--- src/rtl/nsa_pkg.sv ---
// Shared definitions for the nibble-serial adder: FSM encoding, digit width
// and the index-counter width helper.
package nsa_pkg;

  localparam int NIBBLE_W = 4;

  typedef enum logic [1:0] {
    IDLE = 2'd0,
    RUN  = 2'd1,
    DONE = 2'd2
  } nsa_state_e;

  // Index counter width: ceil(log2(n)), never narrower than one bit.
  function automatic int idx_width(input int n);
    return (n > 1) ? $clog2(n) : 1;
  endfunction

endpackage

--- src/rtl/nibble_serial_adder_if.sv ---
// Operand/result handshake bundle for nibble_serial_adder.
// The ovf signal exists only when NSA_OVERFLOW_EN is defined.
interface nibble_serial_adder_if
  import nsa_pkg::*;
#(
  parameter int NIBBLES = 4
) ();

  localparam int W = NIBBLES * NIBBLE_W;

  logic         in_valid;
  logic         in_ready;
  logic [W-1:0] a;
  logic [W-1:0] b;
  logic         cin;
  logic         out_valid;
  logic         out_ready;
  logic [W-1:0] sum;
  logic         cout;
`ifdef NSA_OVERFLOW_EN
  logic         ovf;

  modport master (
    output in_valid, a, b, cin, out_ready,
    input  in_ready, out_valid, sum, cout, ovf
  );

  modport slave (
    input  in_valid, a, b, cin, out_ready,
    output in_ready, out_valid, sum, cout, ovf
  );
`else
  modport master (
    output in_valid, a, b, cin, out_ready,
    input  in_ready, out_valid, sum, cout
  );

  modport slave (
    input  in_valid, a, b, cin, out_ready,
    output in_ready, out_valid, sum, cout
  );
`endif

endinterface

--- src/rtl/nibble_serial_adder_rca4.sv ---
// Purely combinational 4-bit ripple-carry adder made of four full-adder cells.
module rca4_core (
  input  logic [3:0] x,
  input  logic [3:0] y,
  input  logic       ci,
  output logic [3:0] s,
  output logic       co
);

  logic [4:0] c;

  assign c[0] = ci;

  for (genvar i = 0; i < 4; i++) begin : g_fa
    assign s[i]   = x[i] ^ y[i] ^ c[i];
    assign c[i+1] = (x[i] & y[i]) | (c[i] & (x[i] ^ y[i]));
  end

  assign co = c[4];

endmodule

--- src/rtl/nibble_serial_adder.sv ---
// Nibble-serial adder: one 4-bit digit per cycle through a single rca4_core.
// Define NSA_OVERFLOW_EN to add the registered signed-overflow output ovf.
module nibble_serial_adder
  import nsa_pkg::*;
#(
  parameter int NIBBLES = 4
) (
  input  logic                  clk,
  input  logic                  rst_n,
  nibble_serial_adder_if.slave  bus
);

  localparam int                W        = NIBBLES * NIBBLE_W;
  localparam int                IDX_W    = idx_width(NIBBLES);
  localparam logic [IDX_W-1:0]  LAST_IDX = IDX_W'(NIBBLES - 1);
  localparam logic [IDX_W-1:0]  IDX_ONE  = IDX_W'(1);

  nsa_state_e       state_r;
  logic [IDX_W-1:0] idx_r;
  logic             carry_r;
  logic [W-1:0]     a_r;
  logic [W-1:0]     b_r;
  logic [W-1:0]     sum_r;
  logic             cout_r;
  logic             in_ready_r;
  logic             out_valid_r;

  logic [3:0]       x_s;
  logic [3:0]       y_s;
  logic [3:0]       s_s;
  logic             co_s;
  logic [W-1:0]     sum_nxt_s;

  // Select the operand digits addressed by the current index.
  always_comb begin
    x_s = 4'h0;
    y_s = 4'h0;
    for (int i = 0; i < NIBBLES; i++) begin
      x_s = x_s | (a_r[i*NIBBLE_W +: NIBBLE_W] & {NIBBLE_W{idx_r == IDX_W'(i)}});
      y_s = y_s | (b_r[i*NIBBLE_W +: NIBBLE_W] & {NIBBLE_W{idx_r == IDX_W'(i)}});
    end
  end

  rca4_core u_rca4 (
    .x  (x_s),
    .y  (y_s),
    .ci (carry_r),
    .s  (s_s),
    .co (co_s)
  );

  // Merge the new digit into the running sum at the current index.
  always_comb begin
    sum_nxt_s = sum_r;
    for (int i = 0; i < NIBBLES; i++) begin
      sum_nxt_s[i*NIBBLE_W +: NIBBLE_W] =
        (idx_r == IDX_W'(i)) ? s_s : sum_r[i*NIBBLE_W +: NIBBLE_W];
    end
  end

`ifdef NSA_OVERFLOW_EN
  logic ovf_r;
  logic ovf_nxt_s;

  // Carry into the top bit is recovered from its sum bit: c3 = s3 ^ x3 ^ y3.
  always_comb begin
    ovf_nxt_s = s_s[3] ^ x_s[3] ^ y_s[3] ^ co_s;
  end
`endif

  // Control FSM with registered handshake flags and result registers.
  always_ff @(posedge clk or negedge rst_n) begin
    if (!rst_n) begin
      state_r     <= IDLE;
      idx_r       <= '0;
      carry_r     <= 1'b0;
      a_r         <= '0;
      b_r         <= '0;
      sum_r       <= '0;
      cout_r      <= 1'b0;
      in_ready_r  <= 1'b1;
      out_valid_r <= 1'b0;
`ifdef NSA_OVERFLOW_EN
      ovf_r       <= 1'b0;
`endif
    end else begin
      case (state_r)
        IDLE: begin
          if (bus.in_valid) begin
            a_r        <= bus.a;
            b_r        <= bus.b;
            carry_r    <= bus.cin;
            idx_r      <= '0;
            in_ready_r <= 1'b0;
            state_r    <= RUN;
          end else begin
            state_r    <= IDLE;
          end
        end
        RUN: begin
          sum_r   <= sum_nxt_s;
          carry_r <= co_s;
          // Index parks on the last digit so it never wraps mid-operation.
          if (idx_r == LAST_IDX) begin
            cout_r      <= co_s;
`ifdef NSA_OVERFLOW_EN
            ovf_r       <= ovf_nxt_s;
`endif
            out_valid_r <= 1'b1;
            state_r     <= DONE;
          end else begin
            idx_r       <= idx_r + IDX_ONE;
          end
        end
        DONE: begin
          // Release to IDLE only; a new accept needs a fresh IDLE cycle.
          if (bus.out_ready) begin
            out_valid_r <= 1'b0;
            in_ready_r  <= 1'b1;
            state_r     <= IDLE;
          end else begin
            state_r     <= DONE;
          end
        end
        default: begin
          state_r     <= IDLE;
          in_ready_r  <= 1'b1;
          out_valid_r <= 1'b0;
        end
      endcase
    end
  end

  assign bus.in_ready  = in_ready_r;
  assign bus.out_valid = out_valid_r;
  assign bus.sum       = sum_r;
  assign bus.cout      = cout_r;
`ifdef NSA_OVERFLOW_EN
  assign bus.ovf       = ovf_r;
`endif

endmodule
--- src/flat_wrapper.sv ---
// flat-port wrapper written by rule: the top's interface ports become plain ports
module nibble_serial_adder_flat import nsa_pkg::*;
#(
  parameter int NIBBLES = 4
)
  (clk, rst_n, bus_in_valid, bus_a, bus_b, bus_cin, bus_out_ready, bus_in_ready, bus_out_valid, bus_sum, bus_cout);
  nibble_serial_adder_if #(.NIBBLES(NIBBLES)) bus_i ();
  input  logic clk;
  input  logic rst_n;
  input wire logic [$bits(bus_i.in_valid)-1:0] bus_in_valid;
  input wire logic [$bits(bus_i.a)-1:0] bus_a;
  input wire logic [$bits(bus_i.b)-1:0] bus_b;
  input wire logic [$bits(bus_i.cin)-1:0] bus_cin;
  input wire logic [$bits(bus_i.out_ready)-1:0] bus_out_ready;
  output wire logic [$bits(bus_i.in_ready)-1:0] bus_in_ready;
  output wire logic [$bits(bus_i.out_valid)-1:0] bus_out_valid;
  output wire logic [$bits(bus_i.sum)-1:0] bus_sum;
  output wire logic [$bits(bus_i.cout)-1:0] bus_cout;
  assign bus_i.in_valid = bus_in_valid;
  assign bus_i.a = bus_a;
  assign bus_i.b = bus_b;
  assign bus_i.cin = bus_cin;
  assign bus_i.out_ready = bus_out_ready;
  assign bus_in_ready = bus_i.in_ready;
  assign bus_out_valid = bus_i.out_valid;
  assign bus_sum = bus_i.sum;
  assign bus_cout = bus_i.cout;
  nibble_serial_adder #(.NIBBLES(NIBBLES)) u_core (.clk(clk), .rst_n(rst_n), .bus(bus_i));
endmodule
--- config.mk ---
export PLATFORM = sky130hd
export DESIGN_NAME = nibble_serial_adder_flat
export DESIGN_NICKNAME = d
export VERILOG_FILES = /design/src/rtl/nsa_pkg.sv /design/src/rtl/nibble_serial_adder_if.sv /design/src/rtl/nibble_serial_adder_rca4.sv /design/src/rtl/nibble_serial_adder.sv /design/src/flat_wrapper.sv
export SDC_FILE = /design/constraint.sdc
export NUM_CORES = 1
export LEC_CHECK = 0
export BUFFER_PORTS_ARGS = -buffer_cell sky130_fd_sc_hd__buf_4
export CORE_MARGIN = 5
export CORE_UTILIZATION = 58
export CTS_BUF_LIST = sky130_fd_sc_hd__clkbuf_16
export CTS_CLUSTER_DIAMETER = 50
export DETAILED_ROUTE_END_ITERATION = 12
export GPL_ROUTABILITY_DRIVEN = 1
export HOLD_SLACK_MARGIN = 0.15
export PLACE_DENSITY_LB_ADDON = 0.08
export SYNTH_ARGS = -nofsm -noshare
export SYNTH_HDL_FRONTEND = slang
export SYNTH_SLANG_ARGS = --single-unit
--- constraint.sdc ---
create_clock -name clk -period 6.9 [get_ports clk]
set_clock_uncertainty 0.05 [all_clocks]
set_input_delay 1.38 -clock clk [delete_from_list [all_inputs] [get_ports clk]]
set_output_delay 1.38 -clock clk [all_outputs]
set_load 0.05 [all_outputs]
Word level (Yosys, flattened, before mapping)
Index checks and enable logic that the tools add are counted.

Multiply operators: 0. Equality and inequality tests: 9. Div/mod/pow operators: 0. Bitwise logic cells: 36. $lt $le $gt $ge: 0. $add $sub $neg: 1. Mux-type cells: 15. Reduce and logical (&&, ||, !) cells: 12. Shift operators: 0.

Operators by type and width (count): AND 4 bit (8); bitwise OR 4 bit (6); AND reduction 2 bit (6); AND reduction 3 bit (3); AND 1 bit (8); 2-to-1 mux 2 bit (4); bitwise XOR 1 bit (8); equality test 2 bit (second input constant) (3); 2-to-1 mux 1 bit (6); inequality test 2 bit (second input constant) (3); one-hot mux 1 bit (3 select lines) (2); one-hot mux 2 bit (3 select lines) (1); equality test 2 x 1 -> 1 bit (second input constant) (2); logical NOT 2 bit (2); bitwise OR 1 bit (4); one-hot mux 2 bit (2 select lines) (1); adder 2 x 1 -> 2 bit (second input constant) (1); inequality test 2 x 1 -> 1 bit (second input constant) (1); inverter 1 bit (2); one-hot mux 1 bit (2 select lines) (1); nonzero test 2 bit (1).

Input port bits: 37. Logic and storage cells: 85. Bits in read-only memories: 0. Output and inout port bits: 19. Register bits: 56. Latch bits: 0. Bits in writable memories: 0. Memories kept: 0.

Logic depth before layout (Yosys ltp)
Gate-level depths: netlist of run 1.

Word-level depth: 15. Depth in mapped cells: 14. Depth with buffers taken out: 13.

By module
Synthesis of run 1 repeated with hierarchy kept, for this count alone.

Cells, all modules: 192. Area, all modules: 2675.1 µm².

Modules (own cells, without submodules): nibble_serial_adder (times used 1, sequential area each 1402.6 µm², area an instance 2557.5 µm², cells an instance 178); rca4_core (times used 1, sequential area each 0.0 µm², area an instance 117.6 µm², cells an instance 14).

Least setup slack after synthesis of run 1
No wires, ideal clock.

Path kind: register -> register. Start point: reg u_core.idx_r[0]. End point: reg u_core.sum_r[15], in the netlist u_core.bus.sum[15]. Arrival time: 2.918 ns. Library setup time: 0.125 ns. Clock period less this slack: 3.093 ns. Setup slack: 3.807 ns. Stages on the path, launching flop included: 13. Data required time: 6.725 ns. Path buffers: 2. Cell sequence: dfrtp_1 ha_1 clkbuf_1 clkbuf_1 a221oi_1 fa_1 inv_1 fa_1 inv_1 fa_1 inv_1 fa_1 mux2_2.

Word-level cells in the longest chain between the ends: 13. Elaborated cells between the ends (all ways): 33. Classes of those cells: eq/ne (3); bitwise (28); reduce/logical (2).

Ends and longest elaborated chain: start: declaration (line nibble_serial_adder.sv:19) `logic [IDX_W-1:0] idx_r;`; start signal: assignment (line nibble_serial_adder.sv:112) `idx_r <= idx_r + IDX_ONE;`; equality test 2 x 1 -> 1 bit / logical NOT 2 bit (equally long branches) (line nibble_serial_adder.sv:39, nibble_serial_adder.sv:40); AND 4 bit, on equally long branches (line nibble_serial_adder.sv:39, nibble_serial_adder.sv:40); bitwise OR 4 bit, on equally long branches (3 in series) (line nibble_serial_adder.sv:39, nibble_serial_adder.sv:40); bitwise XOR 1 bit (line nibble_serial_adder_rca4.sv:16) `assign c[i+1] = (x[i] & y[i]) | (c[i] & (x[i] ^ y[i]));`; AND 1 bit (line nibble_serial_adder_rca4.sv:16); bitwise OR 1 bit (line nibble_serial_adder_rca4.sv:16); AND 1 bit (line nibble_serial_adder_rca4.sv:16); bitwise OR 1 bit (line nibble_serial_adder_rca4.sv:16); AND 1 bit (line nibble_serial_adder_rca4.sv:16); bitwise OR 1 bit (line nibble_serial_adder_rca4.sv:16); bitwise XOR 1 bit (*) (line nibble_serial_adder_rca4.sv:15) `assign s[i] = x[i] ^ y[i] ^ c[i];`; named net u_core.s_s[3] (line nibble_serial_adder.sv:30) `logic [3:0] s_s;`; end signal: assignment (line nibble_serial_adder.sv:101) `sum_r <= sum_nxt_s;`; end: declaration (line nibble_serial_adder.sv:23) `logic [W-1:0] sum_r;`.

The timed path passes the listed nets; every way through them passes the cells marked *. A chain may end at the register's enable or synchronous reset.

Final worst setup path of run 1
Start point: reg u_core.idx_r[0]. End point: reg u_core.sum_r[3], in the netlist u_core.bus.sum[3].

Same word-level chain as after synthesis.

==> summary.txt, run 1 <==
Floorplan
  • Die area: 5900 µm²
  • Core box area: 4350 µm²
  • Initial Util: 59.4%
  • Boundary pin count: 56
  • Die Span X: 76.8 µm
  • Row cnt: 24
  • Die Ht: 76.8 µm

Routing
  • Initial DRC count: 80
  • DRT antenna net count: 0
  • Number of vias per cell: 5.68
  • Routed wl met3: 367 µm
  • Wire per inst: 18.4 µm
  • First-pass DRT Iterations: 4
  • Overall routed net length: 5.37 mm
  • Top Metal Used: met4
  • Met1 Routed Length: 2.30 mm
  • Vias: 1654
  • WL met2: 2.65 mm
  • DRC violations left: 0

Cells and area
  • Post-Layout Inst Area: 3150 µm²
  • Antenna diodes: 0
  • Area grow syn2layout: 21.9%
  • Util after Layout: 72.4%
  • Layout cell share with drive strength beyond 1: 44.4%
  • Fillcell total: 292
  • Nets: 283

Yosys
  • Yosys top cell by area: dfrtp_1
  • Post-synth ARST share: 100%
  • Mapped Nets: 232
  • Post-synth EDFFs: 0
  • Gate Count Post-Synth: 187
  • Synth top cells by count: dfrtp_1 (55), mux2_4 (30), nand2_1 (14)
  • Yosys cell types: 26
  • Top_reg_cell synth: dfrtp_1
  • Top-count cell post-synth: dfrtp_1
  • Sequential element share of the synthesized area: 54.2%
  • Area share of the leading cell type in the synthesized netlist: 53.2%
  • Seq cells post-synth: 56
  • Area contributors post-synth: dfrtp_1 (53%), mux2_4 (17%), mux2_2 (4.8%)
  • Syn Area/Cell: 13.8 µm²
  • Post-Syn Area: 2590 µm²
  • Synth warn: 0

Setup path
  • Slowest cell on the critical path: fa_1
  • Crit path arrival time: 3.35 ns
  • Req. time, crit path: 7.02 ns
  • Reg2reg setup slack: 3.68 ns
  • Crit end category: register
  • Reg2reg path depth: 12
  • Crit path max fanout: 9
  • Critical path's top delay family: adder cells
  • Critical Path, Cell by Cell: inv_1, ha_1, a22o_1, a221oi_1, fa_1, inv_1, fa_1, inv_1, fa_1, inv_1, fa_1, mux2_2
  • Worst r2r dst: u_core.bus.sum[3]$_DFFE_PN0P_
  • CP Buf/Inv Count: 4
  • CP startpoint kind: register
  • CP max stage delay: 0.48 ns
  • Critical setup path kind: reg -> reg
  • Crit Reg-Reg Startpoint: u_core.idx_r[0]$_DFFE_PN0P_

Pwr
  • Sw power: 771 µW
  • Part of the power in registers: 33.6%
  • Clk pwr share: 14.8%
  • P_int: 1110 µW
  • Max IR drop VDD: 226 µV
  • Gate power share: 51.6%
  • Power per standard cell area: 597 nW/µm²
  • Leakage: 0.00152 µW
  • Sw Ratio: 40.9%

Outcome
  • Status: finished clean

Min path
  • HP Start: u_core.bus.sum[12]$_DFFE_PN0P_
  • Hold path cells: 2
  • Hold WC Path Type: reg -> reg
  • Hold endpoint: u_core.bus.sum[12]$_DFFE_PN0P_

Timing
  • Post-route clock period utilization: 46.7%
  • Final Max Tran Viols: 0
  • Setup TNS: 0 ns
  • RSZ-0062 raised after global routing: false
  • Final min period: 3.22 ns
  • Slew @ Worst Pin: 0.997 ns
  • Final setup fails: 0
  • Final Hold Fails: 0
  • Worst relative slew slack: 33.6%
  • Peak Freq: 0.310 GHz

Clock tree
  • CTS H-Tree Depth: 2
  • Bufs on Longest Clock Path: 2
  • Clock Sinks: 56
  • CTS clk-pin slew, worst paths: 0.07 ns
  • CTS Buf Count: 5
  • Gates resized, CTS repair: 0
  • CTS Hold Bufs: 0
  • # Post-CTS Setup Buffers: 0
  • CTS tree: built
  • CTS Root Cell: clkbuf_16
  • Clock latency at the later pin of the worst-skew pair: 0.29 ns

GRT
  • Grt ovf: 0
  • GRT Util Overall: 18.9%
  • Largest net degree at the start of global routing: 57
  • First-pass GRT wire length: 8.97 mm
  • Number of global-route vias before repair: 1778
  • Initial antenna violation count: 0

Placed design
  • Gp weighted congestion: 0.793
  • Post-DP HPWL: 3.94 mm
  • Dpl cell area: 2990 µm²
  • PortBufs: 55

Flow run
  • Max cap viols: 0
-- registers in the layout, summed over array words and instances (netlist names) --
name and count:
u_core.state_r 2, u_core.bus.sum 16, u_core.bus.cout 1, u_core.b_r 16, u_core.bus.in_ready 1, u_core.a_r 16, u_core.carry_r 1, u_core.bus.out_valid 1
u_core.idx_r 2
-- power by group through the flow --
stage               clock network, µW  registers [µW]  logic (µW)
floorplan                           0             766         573
global placement                    0             630         934
detailed placement                  0             636         977
CTS                               282             632         982
global route                      299             652        1060
finish                            279             632         972
-- layer usage --
metal / track usage, % / vias up
li1: - / 766
met1: 25.9 / 820
met2: 30.0 / 62
met3: 5.39 / 6
met4: 3.85 / 0
met5: 0 / -
-- through the flow --
step	total power [µW]	hold slack, ns	setup WS (ns)	instances
global placement	1560	0.414	3.80	283
finish	1880	0.429	3.68	291
CTS	1900	0.436	3.67	291
global route	2010	0.466	3.44	291
detailed placement	1610	0.421	3.68	283
floorplan	1340	0.419	3.81	187
-- logic make-up after synthesis --
logic type	synth area share (%)
AO/OA/AOI/OAI	9.86
buffers and inverters	4.11
multiplexers	22.2
AND/OR/NAND/NOR	4.59
flip-flops	54.2
adder cells (fa/ha/maj)	5.03
-- final cells by class --
cell class	instances	area [µm²]	area share [%]
Sequential cell	56	1400	44.5
Multi-Input combinational cell	112	1080	34.2
Timing Repair Buffer	55	413	13.1
Clock buffer	5	125	3.97
Tap cell	52	65.1	2.06
Clock inverter	3	38.8	1.23
Inverter	8	30.0	0.952
-- layout by cell type (no fill, tap or decap), drive strengths merged, types with 5 or more instances in the layout --
cell | Yosys | layout
buf | 8 | 55
dfrtp | 55 | 55
mux2 | 41 | 41
nand2 | 14 | 14
o21ai | 13 | 13
a22oi | 9 | 9
inv | 8 | 9
clkbuf | 3 | 5
-- worst max path at each step --
stage	startpoint	to	cells after the start
6_report	u_core.idx_r[0]$_DFFE_PN0P_	u_core.bus.sum[3]$_DFFE_PN0P_	12
5_1_grt	u_core.idx_r[0]$_DFFE_PN0P_	u_core.bus.sum[3]$_DFFE_PN0P_	12
4_1_cts	u_core.idx_r[0]$_DFFE_PN0P_	u_core.bus.sum[3]$_DFFE_PN0P_	12
3_5_place_dp	u_core.idx_r[0]$_DFFE_PN0P_	u_core.bus.sum[3]$_DFFE_PN0P_	12
3_3_place_gp	u_core.idx_r[0]$_DFFE_PN0P_	u_core.bus.sum[11]$_DFFE_PN0P_	12
2_1_floorplan	u_core.idx_r[0]$_DFFE_PN0P_	u_core.bus.sum[15]$_DFFE_PN0P_	12
-- worst register-to-register path, cell delays in order, from the launching register on --
cell,delay [ns]
dfrtp_1,0.43
inv_1,0.10
ha_1,0.32
a22o_1,0.24
a221oi_1,0.28
fa_1,0.23
inv_1,0.05
fa_1,0.35
inv_1,0.07
fa_1,0.16
inv_1,0.05
fa_1,0.48
mux2_2,0.29
Note: power is estimated with default switching activity, not from simulation.
==> run 2: changes to the inputs <==
--- a/config.mk
+++ b/config.mk
@@ -7,7 +7,7 @@
 export LEC_CHECK = 0
 export BUFFER_PORTS_ARGS = -buffer_cell sky130_fd_sc_hd__buf_4
 export CORE_MARGIN = 5
-export CORE_UTILIZATION = 58
+export CORE_UTILIZATION = 54
 export CTS_BUF_LIST = sky130_fd_sc_hd__clkbuf_16
 export CTS_CLUSTER_DIAMETER = 50
 export DETAILED_ROUTE_END_ITERATION = 12
==> constraint.sdc (replaced) <==
create_clock -name clk -period 3.1 [get_ports clk]
set_clock_uncertainty 0.05 [all_clocks]
set_input_delay 0.62 -clock clk [delete_from_list [all_inputs] [get_ports clk]]
set_output_delay 0.62 -clock clk [all_outputs]
set_load 0.05 [all_outputs]
==> run 2 against run 1 <==
Register-to-register slack got worse by 3.5 ns; via count up 2.8%; cell area up 2.0%; critical path depth shrank 1; global-route usage decreased by 0.53 points; sequential share of layout area shrank 0.86 points; clock-buffer cell count did not move; worst hold slack lost 0.10 ns; sequential power rose by 120%; critical endpoint unchanged; largest cell class unchanged; highest routed layer unchanged.
==> summary.txt, run 2 (synthesis results as in run 1) <==
Cells and area
  • Util after Layout: 68.6%
  • Commonest non-fill, non-tap cell in the layout: buf_4
  • Commonest non-fill, non-tap cells in the layout: buf_4 (64), dfrtp_1 (55), mux2_4 (30)
  • Non-Filler Instances: 302
  • Nets: 292
  • Layout cell share with drive strength beyond 1: 47.6%
  • Fillcell total: 343
  • Antenna diodes: 0
  • Area grow syn2layout: 24.3%
  • Post-Layout Inst Area: 3220 µm²

Clock tree
  • Gates resized, CTS repair: 1
  • Clock Sinks: 56
  • CTS Buf Count: 5
  • CTS tree: built
  • CTS clk-pin slew, worst paths: 0.07 ns
  • Clock latency at the later pin of the worst-skew pair: 0.29 ns
  • CTS Hold Bufs: 0
  • CTS Root Cell: clkbuf_16
  • CTS H-Tree Depth: 2
  • Bufs on Longest Clock Path: 2
  • # Post-CTS Setup Buffers: 0

Floorplan
  • Die Span X: 79.2 µm
  • Initial Util: 55.1%
  • Die area: 6280 µm²
  • Boundary pin count: 56
  • Core box area: 4690 µm²
  • Row cnt: 25
  • Die Ht: 79.2 µm

Placed design
  • Gp weighted congestion: 0.908
  • PortBufs: 55
  • Dpl cell area: 3060 µm²
  • Inst Count DP: 294
  • Post-DP HPWL: 4.14 mm

Min path
  • Hold WC Path Type: in -> async

Routing
  • Initial DRC count: 78
  • DRT antenna net count: 0
  • Overall routed net length: 5.35 mm
  • Number of vias per cell: 5.63
  • First-pass DRT Iterations: 4
  • Vias: 1700
  • DRC violations left: 0
  • Wire per inst: 17.7 µm

Setup path
  • Crit Reg-Reg Startpoint: u_core.idx_r[0]$_DFFE_PN0P_
  • Reg2reg path depth: 11
  • Crit path arrival time: 3.08 ns
  • Crit end category: register
  • Critical Path, Cell by Cell: ha_1, a22o_1, a221oi_2, fa_2, inv_1, fa_1, inv_1, fa_1, inv_1, fa_2, mux2_2
  • CP max stage delay: 0.44 ns
  • Req. time, crit path: 3.22 ns
  • Slowest cell on the critical path: fa_2
  • Critical setup path kind: reg -> reg
  • CP startpoint kind: register
  • Most frequent cell on the critical path: inv_1
  • Crit path max fanout: 5
  • Critical path launch point: u_core.idx_r[0]$_DFFE_PN0P_

GRT
  • Number of global-route vias before repair: 1838
  • First-pass GRT wire length: 8.93 mm
  • Largest net degree at the start of global routing: 57
  • Initial antenna violation count: 0
  • Grt ovf: 0
  • GRT Util Overall: 18.3%

Timing
  • Final min period: 2.95 ns
  • Final Hold Fails: 0
  • Peak Freq: 0.338 GHz
  • Slew @ Worst Pin: 0.675 ns
  • Setup TNS: 0 ns
  • Worst relative slew slack: 55.0%
  • Post-route clock period utilization: 95.3%
  • Final setup fails: 0
  • Hold Slack: 0.325 ns
  • Final Max Tran Viols: 0

Pwr
  • Part of the power in registers: 33.0%
  • Max IR drop VDD: 583 µV
  • Leakage: 0.00155 µW
  • Clk pwr share: 12.6%
  • Power per standard cell area: 1300 nW/µm²
  • Gate power share: 54.4%
  • Sw power: 1720 µW
  • P_int: 2470 µW
  • Sw Ratio: 41.1%

Flow run
  • Max cap viols: 0

Outcome
  • Status: finished clean
-- run 2: cell count changes in the layout (fill, tap and decap cells not counted), moves of 2 or more --
cell and delta:
fa_1 -2, buf_4 +9, fa_2 +2, a221oi_2 +2
a221oi_1 -2
-- run 2: path summary, 6_finish.rpt --
kind / to / slack [ns]
max in group asynchronous: u_core.b_r[2]$_DFFE_PN0P_ / 2.23
worst min-delay path: u_core.bus.out_valid$_DFFE_PN0P_ / 0.33
worst max-delay path: u_core.bus.sum[3]$_DFFE_PN0P_ / 0.15
min in group clk: u_core.bus.sum[14]$_DFFE_PN0P_ / 0.44
worst max register to register: u_core.bus.sum[3]$_DFFE_PN0P_ / 0.15
worst min register to register: u_core.bus.sum[14]$_DFFE_PN0P_ / 0.44
-- run 2: power by group through the flow --
stage                     clock network [µW]  logic [µW]  registers [µW]
after global routing                     565        2470            1430
after global placement                     0        2170            1370
final                                    527        2280            1390
after floorplan                            0        1270            1710
after CTS                                537        2270            1380
after detailed placement                   0        2260            1390
-- run 2: layout make-up --
| class | count | area [µm²] | share of cell area, % |
|---|---|---|---|
| inverter | 8 | 30.0 | 0.933 |
| sequential | 56 | 1400 | 43.6 |
| multi-input combinational | 112 | 1100 | 34.2 |
| timing repair buffer | 64 | 480 | 14.9 |
| clock inverter | 3 | 11.3 | 0.350 |
| clock buffer | 5 | 125 | 3.89 |
| tap | 54 | 67.6 | 2.10 |
-- run 2: critical path, delay by kind of cell (launching register included) --
family | cells | cell delay, ns
AOI/OAI and AO/OA | 2 | 0.46
buffers and inverters | 3 | 0.18
adders and majority gates | 5 | 1.46
DFF | 1 | 0.41
muxes | 1 | 0.27
-- run 2: per-layer routing --
layer	GRT usage (%)	vias up	part of all wire, %
met4	7.39	0	2.2
met2	30.4	59	49
li1	-	785	-
met5	0	-	0
met3	4.65	12	5.8
met1	22.9	844	43
-- run 2: through the flow --
step                      setup WS (ns)  total power, µW
final                             0.145             4190
after global routing           -0.00225             4470
after CTS                        0.0307             4200
after detailed placement       -0.00601             3650
after global placement            0.130             3540
after floorplan                 0.00689             2980
